## src/rtl/pmp_access_ctrl.sv

```systemverilog
// -----------------------------------------------------------------------------
// pmp_access_ctrl
//
// Initiator side of the PMP check interface. Arbitrates between the core's
// instruction-fetch port and its data (load/store) port, presents the
// accepted request to the pmp block and samples the returned permission.
// Granted accesses go out on the memory port. Misaligned, denied or
// timed-out accesses return a RISC-V exception cause and tval instead.
// Only one transaction is outstanding at a time.
//
// pmp_oper encoding: 2'b00 READ, 2'b01 WRITE, 2'b10 EXECUTE.
//
// Ports
//   clock, reset          system clock; asynchronous active-low reset
//   if_valid/if_ready     fetch request handshake; if_addr is always a word
//   d_valid/d_ready       data request handshake
//   d_we, d_addr,         store flag, address, store data and size
//   d_wdata, d_size         (size 00 byte, 01 half, 10 word, 11 illegal)
//   priv_mode             current privilege, latched at accept
//   pmp_addr/oper/        request presented to the pmp block
//   pmp_size/pmp_priv
//   pmp_perm              pmp verdict, 2'b01 = granted, anything else denied
//   mem_req_*, mem_we,    memory request channel
//   mem_addr, mem_wdata,
//   mem_size
//   mem_rsp_valid,        memory response / write acknowledge
//   mem_rdata
//   rsp_*                 one-cycle response pulse to the core
// -----------------------------------------------------------------------------
module pmp_access_ctrl #(
    parameter int TIMEOUT = 64,   // max cycles in WAIT_MEM, 0 disables
    parameter int CNT_W   = 8     // timeout counter width, must hold TIMEOUT
) (
    input  logic        clock,
    input  logic        reset,

    input  logic        if_valid,
    output logic        if_ready,
    input  logic [31:0] if_addr,

    input  logic        d_valid,
    output logic        d_ready,
    input  logic        d_we,
    input  logic [31:0] d_addr,
    input  logic [31:0] d_wdata,
    input  logic [1:0]  d_size,

    input  logic [1:0]  priv_mode,

    output logic [31:0] pmp_addr,
    output logic [1:0]  pmp_oper,
    output logic [1:0]  pmp_size,
    output logic [1:0]  pmp_priv,
    input  logic [1:0]  pmp_perm,

    output logic        mem_req_valid,
    input  logic        mem_req_ready,
    output logic        mem_we,
    output logic [31:0] mem_addr,
    output logic [31:0] mem_wdata,
    output logic [1:0]  mem_size,
    input  logic        mem_rsp_valid,
    input  logic [31:0] mem_rdata,

    output logic        rsp_valid,
    output logic        rsp_port,
    output logic        rsp_fault,
    output logic [3:0]  rsp_cause,
    output logic [31:0] rsp_rdata,
    output logic [31:0] rsp_tval
);

    typedef enum logic [2:0] {
        S_IDLE,
        S_CHECK,
        S_ISSUE,
        S_WAIT_MEM,
        S_RESP,
        S_FAULT
    } state_t;

    localparam logic [1:0] OP_READ  = 2'b00;
    localparam logic [1:0] OP_WRITE = 2'b01;
    localparam logic [1:0] OP_EXEC  = 2'b10;

    localparam logic [1:0] SIZE_WORD = 2'b10;
    localparam logic [1:0] PERM_OK   = 2'b01;

    // Counter value on the last WAIT_MEM cycle before a timeout fault.
    localparam int               TO_LAST = (TIMEOUT > 0) ? TIMEOUT - 1 : 0;
    localparam logic [CNT_W-1:0] TO_CNT  = CNT_W'(TO_LAST);

    state_t             state_q, state_d;

    // Latched request, held from accept until the next accept.
    logic               port_q;        // 0 = fetch, 1 = data
    logic               we_q;
    logic [31:0]        addr_q;
    logic [31:0]        wdata_q;
    logic [1:0]         size_q;
    logic [1:0]         priv_q;
    logic [1:0]         oper_q;

    logic               last_grant_q;  // 0 = fetch, 1 = data
    logic               mis_q;         // fault is a misalignment, not access
    logic [CNT_W-1:0]   cnt_q;
    logic [31:0]        rdata_q;

    logic               grant_fetch;
    logic               grant_data;
    logic               accept;
    logic               misaligned;
    logic               timeout_hit;
    logic [3:0]         cause_base;

    // -------------------------------------------------------------------------
    // Arbitration: a lone valid port wins; with both valid, the port that was
    // not granted last time wins.
    // -------------------------------------------------------------------------
    assign grant_fetch = if_valid && (!d_valid || last_grant_q);
    assign grant_data  = d_valid  && (!if_valid || !last_grant_q);

    assign if_ready = (state_q == S_IDLE) && grant_fetch;
    assign d_ready  = (state_q == S_IDLE) && grant_data;
    assign accept   = if_ready || d_ready;

    // NOTE: every signal assigned in an always_comb gets a default first so
    // no path through the block can leave it unassigned and infer a latch.
    always_comb begin
        misaligned = 1'b0;
        case (size_q)
            2'b00:   misaligned = 1'b0;
            2'b01:   misaligned = addr_q[0];
            2'b10:   misaligned = (addr_q[1:0] != 2'b00);
            default: misaligned = 1'b1;
        endcase
    end

    assign timeout_hit = (TIMEOUT != 0) && (cnt_q == TO_CNT);

    // Even base code per port; access faults are base + 1.
    assign cause_base = !port_q ? 4'd0 : (we_q ? 4'd6 : 4'd4);

    // -------------------------------------------------------------------------
    // Next-state logic
    // -------------------------------------------------------------------------
    always_comb begin
        state_d = state_q;
        case (state_q)
            S_IDLE: begin
                if (accept) state_d = S_CHECK;
            end
            S_CHECK: begin
                // Misalignment is decided before the pmp verdict is looked at.
                if (misaligned || (pmp_perm != PERM_OK)) state_d = S_FAULT;
                else                                     state_d = S_ISSUE;
            end
            S_ISSUE: begin
                if (mem_req_ready) state_d = S_WAIT_MEM;
            end
            S_WAIT_MEM: begin
                // A response in the timeout cycle still counts as a response.
                if (mem_rsp_valid)    state_d = S_RESP;
                else if (timeout_hit) state_d = S_FAULT;
            end
            S_RESP:  state_d = S_IDLE;
            S_FAULT: state_d = S_IDLE;
            default: state_d = S_IDLE;
        endcase
    end

    // -------------------------------------------------------------------------
    // Outputs
    // -------------------------------------------------------------------------
    // pmp_* follow the latched request; they are valid from CHECK onward and
    // hold until the next accept.
    assign pmp_addr = addr_q;
    assign pmp_oper = oper_q;
    assign pmp_size = size_q;
    assign pmp_priv = priv_q;

    always_comb begin
        mem_req_valid = 1'b0;
        mem_we        = 1'b0;
        mem_addr      = '0;
        mem_wdata     = '0;
        mem_size      = '0;
        rsp_valid     = 1'b0;
        rsp_port      = 1'b0;
        rsp_fault     = 1'b0;
        rsp_cause     = '0;
        rsp_rdata     = '0;
        rsp_tval      = '0;
        case (state_q)
            S_ISSUE: begin
                mem_req_valid = 1'b1;
                mem_we        = we_q;
                mem_addr      = addr_q;
                mem_wdata     = wdata_q;
                mem_size      = size_q;
            end
            S_RESP: begin
                rsp_valid = 1'b1;
                rsp_port  = port_q;
                rsp_rdata = rdata_q;
            end
            S_FAULT: begin
                rsp_valid = 1'b1;
                rsp_port  = port_q;
                rsp_fault = 1'b1;
                rsp_cause = cause_base + {3'b000, !mis_q};
                rsp_tval  = addr_q;
            end
            default: ;
        endcase
    end

    // -------------------------------------------------------------------------
    // Sequential state
    // -------------------------------------------------------------------------
    // NOTE: sequential state uses non-blocking assignments so every register
    // samples the pre-edge value of every other register.
    always_ff @(posedge clock or negedge reset) begin
        if (!reset) begin
            state_q      <= S_IDLE;
            port_q       <= 1'b0;
            we_q         <= 1'b0;
            addr_q       <= '0;
            wdata_q      <= '0;
            size_q       <= '0;
            priv_q       <= '0;
            oper_q       <= OP_READ;
            last_grant_q <= 1'b1;
            mis_q        <= 1'b0;
            cnt_q        <= '0;
            rdata_q      <= '0;
        end else begin
            state_q <= state_d;

            if (accept) begin
                port_q       <= d_ready;
                we_q         <= d_ready && d_we;
                addr_q       <= d_ready ? d_addr  : if_addr;
                wdata_q      <= d_ready ? d_wdata : '0;
                size_q       <= d_ready ? d_size  : SIZE_WORD;
                priv_q       <= priv_mode;
                oper_q       <= !d_ready ? OP_EXEC : (d_we ? OP_WRITE : OP_READ);
                last_grant_q <= d_ready;
                mis_q        <= 1'b0;
            end

            if (state_q == S_CHECK) begin
                mis_q <= misaligned;
            end

            if ((state_q == S_ISSUE) && mem_req_ready) begin
                cnt_q <= '0;
            end

            if (state_q == S_WAIT_MEM) begin
                cnt_q <= cnt_q + 1'b1;
                if (mem_rsp_valid) begin
                    // Stores return zero regardless of what the bus drives.
                    rdata_q <= we_q ? '0 : mem_rdata;
                end
            end
        end
    end

endmodule

```

## config.mk

```make
export PLATFORM = sky130hd
export DESIGN_NAME = pmp_access_ctrl
export DESIGN_NICKNAME = d
export VERILOG_FILES = /design/src/rtl/pmp_access_ctrl.sv
export SDC_FILE = /design/constraint.sdc
export NUM_CORES = 1
export LEC_CHECK = 0
export ABC_AREA = 1
export CAP_MARGIN = 25
export CORE_MARGIN = 10
export CORE_UTILIZATION = 40
export DETAILED_ROUTE_END_ITERATION = 8
export DONT_BUFFER_PORTS = 1
export GPL_TIMING_DRIVEN = 0
export HOLD_SLACK_MARGIN = 0.08
export PLACE_DENSITY_LB_ADDON = 0.12
export SETUP_SLACK_MARGIN = 0.1
export SLEW_MARGIN = 20
export SYNTH_ARGS = -nofsm -noshare
export SYNTH_HDL_FRONTEND = slang
export SYNTH_SLANG_ARGS = --single-unit
```

## constraint.sdc

```tcl
create_clock -name clock -period 2.32 [get_ports clock]
set_input_delay 0.464 -clock clock [delete_from_list [all_inputs] [get_ports clock]]
set_output_delay 0.464 -clock clock [all_outputs]
set_load 0.05 [all_outputs]
```

# Word level (Yosys, flattened, before mapping)
# Index checks and enable logic that the tools add are counted.
# Widths: inputs -> output; s select.
[op_classes]
mux = 30
n_reduce_logical = 22
n_addsub = 2
n_eq_ne = 12
[op_table]
columns = ["cell", "count"]
rows = [
  ["$mux 32", 7],
  ["$mux 3", 6],
  ["$mux 8", 2],
  ["$pmux 3 s4", 1],
  ["$add 8x1->8 const B", 1],
  ["$eq 8x6->1 const B", 1],
  ["$mux 1", 8],
  ["$mux 2", 4],
  ["$eq 3x2->1 const B", 2],
  ["$eq 3x3->1 const B", 2],
  ["$logic_and 1x1->1", 6],
  ["$reduce_bool 2->1", 3],
  ["$add 3x1->4", 1],
  ["$logic_not 1->1", 4],
  ["$logic_or 1x1->1", 4],
  ["$mux 4", 1],
  ["$ne 2x2->1 const B", 2],
  ["$eq 3x1->1 const B", 1],
  ["$logic_not 3->1", 1],
  ["$ne 3x3->1 const B", 1],
  ["$pmux 1 s3", 1],
  ["$reduce_and 3->1", 1],
  ["$eq 2x1->1 const B", 1],
  ["$eq 2x2->1 const B", 1],
  ["other kinds (4)", 4],
]
[word_totals]
word_cells = 78
reg_bits = 117
out_inout_bits = 179
in_bits = 141

# Longest topological paths before layout
# Gate-level depths: netlist of the first run.
[logic_depth]
word_depth = 7
ltp_mapped = 9
depth_no_buf = 9

# Worst setup path before layout of the first run
# No wires, ideal clock.
[synth_timing]
path_type = "flip-flop to output port"
start = "reg state_q[2]"
end = "out rsp_cause[1]"
required_time_ns = 1.856
arrival_time_ns = 3.038
slack_ns = -1.182
n_path_buf = 0
stages_incl_launch_ff = 7
cell_sequence = "dfrtp_1 -> inv_2 -> nor2_1 -> inv_1 -> nor2_2 -> inv_2 -> nor3_1"
[synth_between]
elab_chain_len = 2
[synth_lines]
columns = ["item", "line", "text"]
rows = [
  ["start, declared", "93", "state_t state_q, state_d;"],
  ["start signal, assigned", "238", "state_q <= state_d;"],
  ["$eq 3x3->1", "194", "case (state_q)"],
  ["$mux 4", "194", ""],
  ["end, declared", "68", "output logic [3:0] rsp_cause,"],
]
# No other way between the ends.

# Worst setup path after layout of the first run
[layout_timing]
start = "reg state_q[1]"
end = "out rsp_cause[0]"
# The elaborated chain is that of the path after synthesis.

==> metrics, run 1 <==
total grt overflow=0; Synth area leader=dfrtp_1; most used routing layer=met2; GRT met3 Usage=0.0896; synth unique cells=24; Initial Util=0.412; final-report hold violation count=between 100 and 150; initial antenna violation count=0; vias in the first global route=approximately 5.7k; Worst Setup Path Type=flip-flop to output pin; final core occ=0.574; crit path DAT=2.32 ns; synthesis-stage register bit count=between 100 and 150; outcome=finished with violations; mapped cell area=5790 sq um; Global Route met1 Usage=0.238; Crit Reg-Reg Startpoint=state_q[1]$_DFFE_PN0P_; global-route wire length before repair=~33000 microns; met2 Use GR=0.359; synth-to-layout area growth=39.3%; Synth top cells by count=nand2_1 (166), nor2_1 (151), dfrtp_1 (115), inv_1 (115), nand3_1 (81); dpl hpwl=between 15000 and 20000 microns; largest net degree at the start of global routing=roughly 120; Slowest Stage Delay on Critical Path=approximately 0.44 ns; CP max stage cell=dfrtp_2; routed len/inst=roughly 21 microns; Clk Latency, worst-skew pair=0.41 ns; RSZ-0062 raised after global routing=yes; Post-Place Worst Slack=-0.310 ns; Worst-Margin Slew=between 0.7 and 0.8 ns; Rows=43; Critical Path End Type=output pin; Placed Area=between 6000 and 7000 sq um; hold crit path type=primary input to asynchronous set/reset pin; Die ar.=between 15000 and 20000 sq um; top cells by area, synth=dfrtp_1 (50%), nand2_1 (11%), nor2_1 (9.8%); max cap viols=0; achievable frequency=between 0.3 and 0.4 GHz; final net count=between 900 and 1k; RePlAce Congestion=between 0.9 and 1; Root Buffer Master=clkbuf_16; CTS Sinks=around 120; Worst R2R End=pmp_addr[28]$_DFFE_PN0P_; Seq/Total Area, Yosys=0.502; H-tree Lvls=4; number of port buffers=0; 1st-iter DRT viols=around 230; pwr dens=roughly 1700 nW/um^2; violated checks=negative hold slack, negative setup slack; Max VDD drop=0.804 mV; cells along the critical path=nor2_4, inv_2, nor2_4, inv_8, buf_12, nor2_4; final wirelength=about 21000 microns; Vias/cell=approximately 5.2; vias=5324; CP startpoint=state_q[1]$_DFFE_PN0P_; Primary FF master, synth=dfrtp_1; syn nets=slightly above 900; die span in x=between 100 and 150 microns; max-slew violations=0; reg-to-reg slack, setup=~0.5 ns; Yosys Warn Count=0; EDFF count, synth=0; # IOs=320; share of the synthesized area in the top cell type=0.497; syn_area_per_cell=~7.3 sq um; startpoint class of the critical path=flip-flop; fin crit period=2.79 ns; Slew HR=0.522; Clock Skew=0.00973 ns; cell count after synthesis=790; TritonCTS clock tree=done; Most Frequent Cell on Critical Path=nor2_4; antenna diode count=0; most frequent cell after synthesis=nand2_1; chip height=roughly 140 microns; Leak Pwr=3.49 nW; Post-synth ARST share=1.00; Critical Path RT=1.86 ns; Max Buffers Root-to-Sink=2; Pre-antenna DRT Iters=5; Final Cycle Share=1.20; final worst slack=-0.466 ns; design area=roughly 8100 sq um; DRC violations left=0; Hold Worst Slack=-0.250 ns; Crit Path Max Fanout=10; Core Region=~14000 sq um; r2r worst-path depth=8; ratio of cells with drive above 1 in the final layout=0.292; clock-pin transition on the worst setup and hold timing paths=approximately 0.050 ns; Total GRT Usage=0.213; Final setup viols=between 100 and 150; post-route ant nets=0; TritonCTS buffer count=17; Setup crit end=rsp_cause[0]
-- cell families (layout without fill, tap and decap cells) --
group	after synthesis	in the layout	share of synthesized area
buffers and inverters	168	215	0.123
AOI/OAI and AO/OA	95	95	0.0832
adders and majority gates	1	1	0.00216
DFF	116	116	0.502
and+or+nand+nor	409	409	0.290
other	1	1	0.000648
-- worst min path at each step --
stage | from | to | slack (ns)
4_1_cts | reset | rdata_q[5]$_DFFE_PN0P_ | -0.27
3_3_place_gp | reset | rdata_q[10]$_DFFE_PN0P_ | 0.17
2_1_floorplan | reset | cnt_q[0]$_DFFE_PN0P_ | 0.17
3_5_place_dp | reset | rdata_q[8]$_DFFE_PN0P_ | 0.17
6_report | reset | rdata_q[5]$_DFFE_PN0P_ | -0.25
5_1_grt | reset | rdata_q[5]$_DFFE_PN0P_ | -0.28
-- worst max-delay path, delay by kind of cell (launching register included) --
family	cells	cell delay [ns]
DFF	1	0.44
and+or+nand+nor	3	1.03
buffers and inverters	3	0.43
-- per-layer routing --
metal  up-vias  wire [microns]
met5         -               0
met4         0             407
met3        25            2270
met2       251           10600
met1      2551            7930
li1       2497               -
-- layout by cell type, fill, tap and decap left out, drive strengths merged --
cell      instances
dfstp             1
nand2           168
inv             122
clkinvlp          4
bufinv            3
nor3              4
clkinv            7
o22ai             3
nand3            82
a21oi             5
o21ai            86
conb              1
o31ai             1
buf              46
dfrtp           115
nor2            155
ha                1
clkbuf           33
-- where the power goes --
group	internal (mW)	switching (mW)	leakage [nW]
logic	1.53	4.53	1.74
registers	2.92	1.70	1.46
clock network	1.74	0.927	0.291
total	6.19	7.16	3.49
-- layout make-up --
cell class / instances / area [sq um]
clock buffers: 19 / 453
flip-flops and latches: 116 / 2910
repair buffers: 15 / 144
plain buffers: 45 / 482
multi-input cells: 506 / 3220
clock inverters: 13 / 158
inverters: 123 / 472
fillers: 1243 / 5980
well taps: 180 / 225
-- through the flow --
step | instances | setup TNS, ns | total power [mW]
after global placement | 970 | -17.95 | 9.62
after floorplan | 790 | -0.00358 | 8.71
after CTS | 1017 | -40.07 | 13.4
after detailed placement | 970 | -21.24 | 9.74
after global routing | 1017 | -44.93 | 14.1
final | 1017 | -35.01 | 13.3
-- what timing repair did --
item,CTS,global route
pin swaps,46,43
setup endpoints to repair,138,137
endpoints found under the hold margin,116,116
cloned,3,0
gates resized for setup,159,5
setup buffers,12,0
-- flip-flops by register name (all words and copies together) (netlist names) --
| signal | flops |
|---|---|
| cnt_q | 8 |
| last_grant_q | 1 |
| mis_q | 1 |
| pmp_addr | 32 |
| pmp_oper | 2 |
| pmp_priv | 2 |
| pmp_size | 2 |
| port_q | 1 |
| rdata_q | 32 |
| state_q | 3 |
| wdata_q | 32 |
(Power assumes the default switching activity.)
==> run 2, diff against run 1 <==
Settings changed: CELL_PAD_IN_SITES_DETAIL_PLACEMENT set to 1, CELL_PAD_IN_SITES_GLOBAL_PLACEMENT set to 1.
==> metrics, run 2 (synthesized netlist as in run 1, its figures left out) <==
outcome=finished with violations; violated checks=negative hold slack, negative setup slack; Final setup viols=about 110; RePlAce Congestion=between 0.8 and 0.9; Worst Setup Path Type=flip-flop to output pin; Worst-Margin Slew=about 1 ns; vias=between 5k and 6k; Leak Pwr=around 3.5 nW; RSZ-0062 raised after global routing=yes; 1st-iter DRT viols=215; dpl hpwl=between 15000 and 20000 microns; Int Pwr=6.26 mW; Core Region=about 14000 sq um; Clock Skew=roughly 0.0071 ns; Most Frequent Cell on Critical Path=nor2_4; Max Buffers Root-to-Sink=2; placed instance count=between 900 and 1k; Root Buffer Master=clkbuf_16; TritonCTS buffer count=17; Crit Path Max Fanout=10; sw power=7.38 mW; met2 Use GR=0.427; Fillers=between 1.5k and 2k; hold crit path type=primary input to asynchronous set/reset pin; DRC violations left=0; H-tree Lvls=4; sw frac=0.541; most common cell after layout, fill and taps aside=nand2_1; largest net degree at the start of global routing=~120; max cap viols=0; initial antenna violation count=1; most frequent cells in the layout=nand2_1 (164), nor2_4 (139), inv_1 (114); Clk Latency, worst-skew pair=around 0.42 ns; Clock power frac=0.196; reg-to-reg slack, setup=around 0.36 ns; synth-to-layout area growth=39.7%; Critical path buffers and inverters=3; GRT met3 Usage=0.104; max-slew violations=0; CTS Sinks=approximately 120; number of port buffers=0; post-route ant nets=0; crit path DAT=2.33 ns; most used routing layer=met2; Critical Path End Type=output pin; pwr dens=roughly 1700 nW/um^2; die span in x=around 140 microns; final wirelength=roughly 25000 microns; Max VDD drop=approximately 0.63 mV; Vias/cell=5.37; antenna diode count=0; Total GRT Usage=0.243; Post-Layout Cell Count=1023; final core occ=0.576; Hold Worst Slack=-0.257 ns; Critical Path RT=between 1.5 and 2 ns; final worst slack=-0.474 ns; Pre-antenna DRT Iters=4; Die ar.=between 15000 and 20000 sq um; global-route wire length before repair=37100 microns; CP max stage cell=dfrtp_2; Global Route met1 Usage=0.249; Combinational Power Share=0.464; ratio of cells with drive above 1 in the final layout=0.294; startpoint class of the critical path=flip-flop; chip height=about 140 microns; Slowest Stage Delay on Critical Path=roughly 0.43 ns; Seq pwr share=0.340; TritonCTS clock tree=done; Rows=43; final-report hold violation count=approximately 120; clock-pin transition on the worst setup and hold timing paths=0.05 ns; Slew HR=0.318; fin crit period=~2.8 ns; Initial Util=0.412; critical path's top delay family=simple AND/OR/NAND/NOR gates; # IOs=320; achievable frequency=0.358 GHz; routed len/inst=approximately 24 microns; vias in the first global route=approximately 6.2k; Final Cycle Share=1.20; final net count=between 900 and 1k; cells along the critical path=nor2_4, inv_2, nor2_4, inv_8, buf_12, nor2_4; total grt overflow=0
## run 2: cell types whose count changed in the layout (fill, tap and decap cells not counted), moves of 2 or more
| cell | previous run | this run |
|---|---|---|
| inv_2 | 6 | 4 |
| clkbuf_1 | 4 | 6 |
| inv_4 | 1 | 3 |
| clkinv_2 | 4 | 6 |
| clkinvlp_4 | 4 | 0 |
| buf_6 | 1 | 4 |
| clkbuf_8 | 5 | 7 |
| nand2_2 | 2 | 4 |
| buf_4 | 21 | 24 |
| clkbuf_16 | 24 | 21 |
## run 2: routing by layer
metal  routed length, microns  part of all wire  vias up
met5                        0                 0        -
met4                      660             0.027        0
met3                     2290             0.093       37
met2                    13000              0.53      207
met1                     8520              0.35     2747
li1                         -                 -     2503
## run 2: power groups by stage
stage / clock network (mW) / logic (mW) / registers (mW)
2_1_floorplan: 0 / 4.28 / 4.42
6_report: 2.67 / 6.32 / 4.64
3_3_place_gp: 0 / 4.98 / 4.65
3_5_place_dp: 0 / 5.18 / 4.68
5_1_grt: 2.82 / 6.82 / 4.73
4_1_cts: 2.71 / 6.21 / 4.64
## run 2: worst reg2reg max path, cell delays in order (launching register included)
cell     delay [ns]
dfrtp_2        0.43
nor2_1         0.23
nand2_2        0.16
nor2_4         0.19
buf_2          0.29
buf_2          0.27
nand2_1        0.13
o21ai_0        0.15
## run 2: stage by stage
step                worst slack (ns)  cell area (sq um)  hold slack (ns)  power, mW  setup TNS [ns]
floorplan                   -0.00119               6370            0.168       8.71        -0.00358
global placement              -0.316               6600            0.174       9.63          -18.13
detailed placement            -0.344               6600            0.172       9.86          -21.02
CTS                           -0.493               8010           -0.273       13.6          -41.47
global route                  -0.542               8090           -0.283       14.4          -46.92
finish                        -0.474               8090           -0.257       13.6          -38.30
## run 2: worst paths after layout
check                                         startpoint                        to  cells after the start
worst min register to register  last_grant_q$_DFFE_PN1P_  last_grant_q$_DFFE_PN1P_                      2
worst max-delay path              state_q[1]$_DFFE_PN0P_               rsp_tval[5]                      6
min in group clock                          priv_mode[0]   pmp_priv[0]$_DFFE_PN0P_                      2
worst min-delay path                               reset    rdata_q[4]$_DFFE_PN0P_                      0
worst max register to register    state_q[1]$_DFFE_PN0P_   wdata_q[27]$_DFFE_PN0P_                      7
max in group asynchronous                          reset  last_grant_q$_DFFE_PN1P_                      0
## run 2: repair_timing
| item | 4_1_cts | 5_1_grt |
|---|---|---|
| endpoints found under the setup margin | 138 | 137 |
| setup buffers | 12 | 5 |
| hold endpoints to repair | 116 | 116 |
| cloned | 4 | 0 |
| resized for setup | 159 | 12 |
| pin swaps | 33 | 35 |
## run 2: final cells by class
type	count	area (sq um)	share of cell area
multi-input cells	506	3220	0.398
flip-flops and latches	116	2910	0.359
inverters	123	477	0.0590
clock buffers	22	474	0.0587
plain buffers	45	458	0.0566
well taps	180	225	0.0279
repair buffers	21	198	0.0245
clock inverters	10	129	0.0159
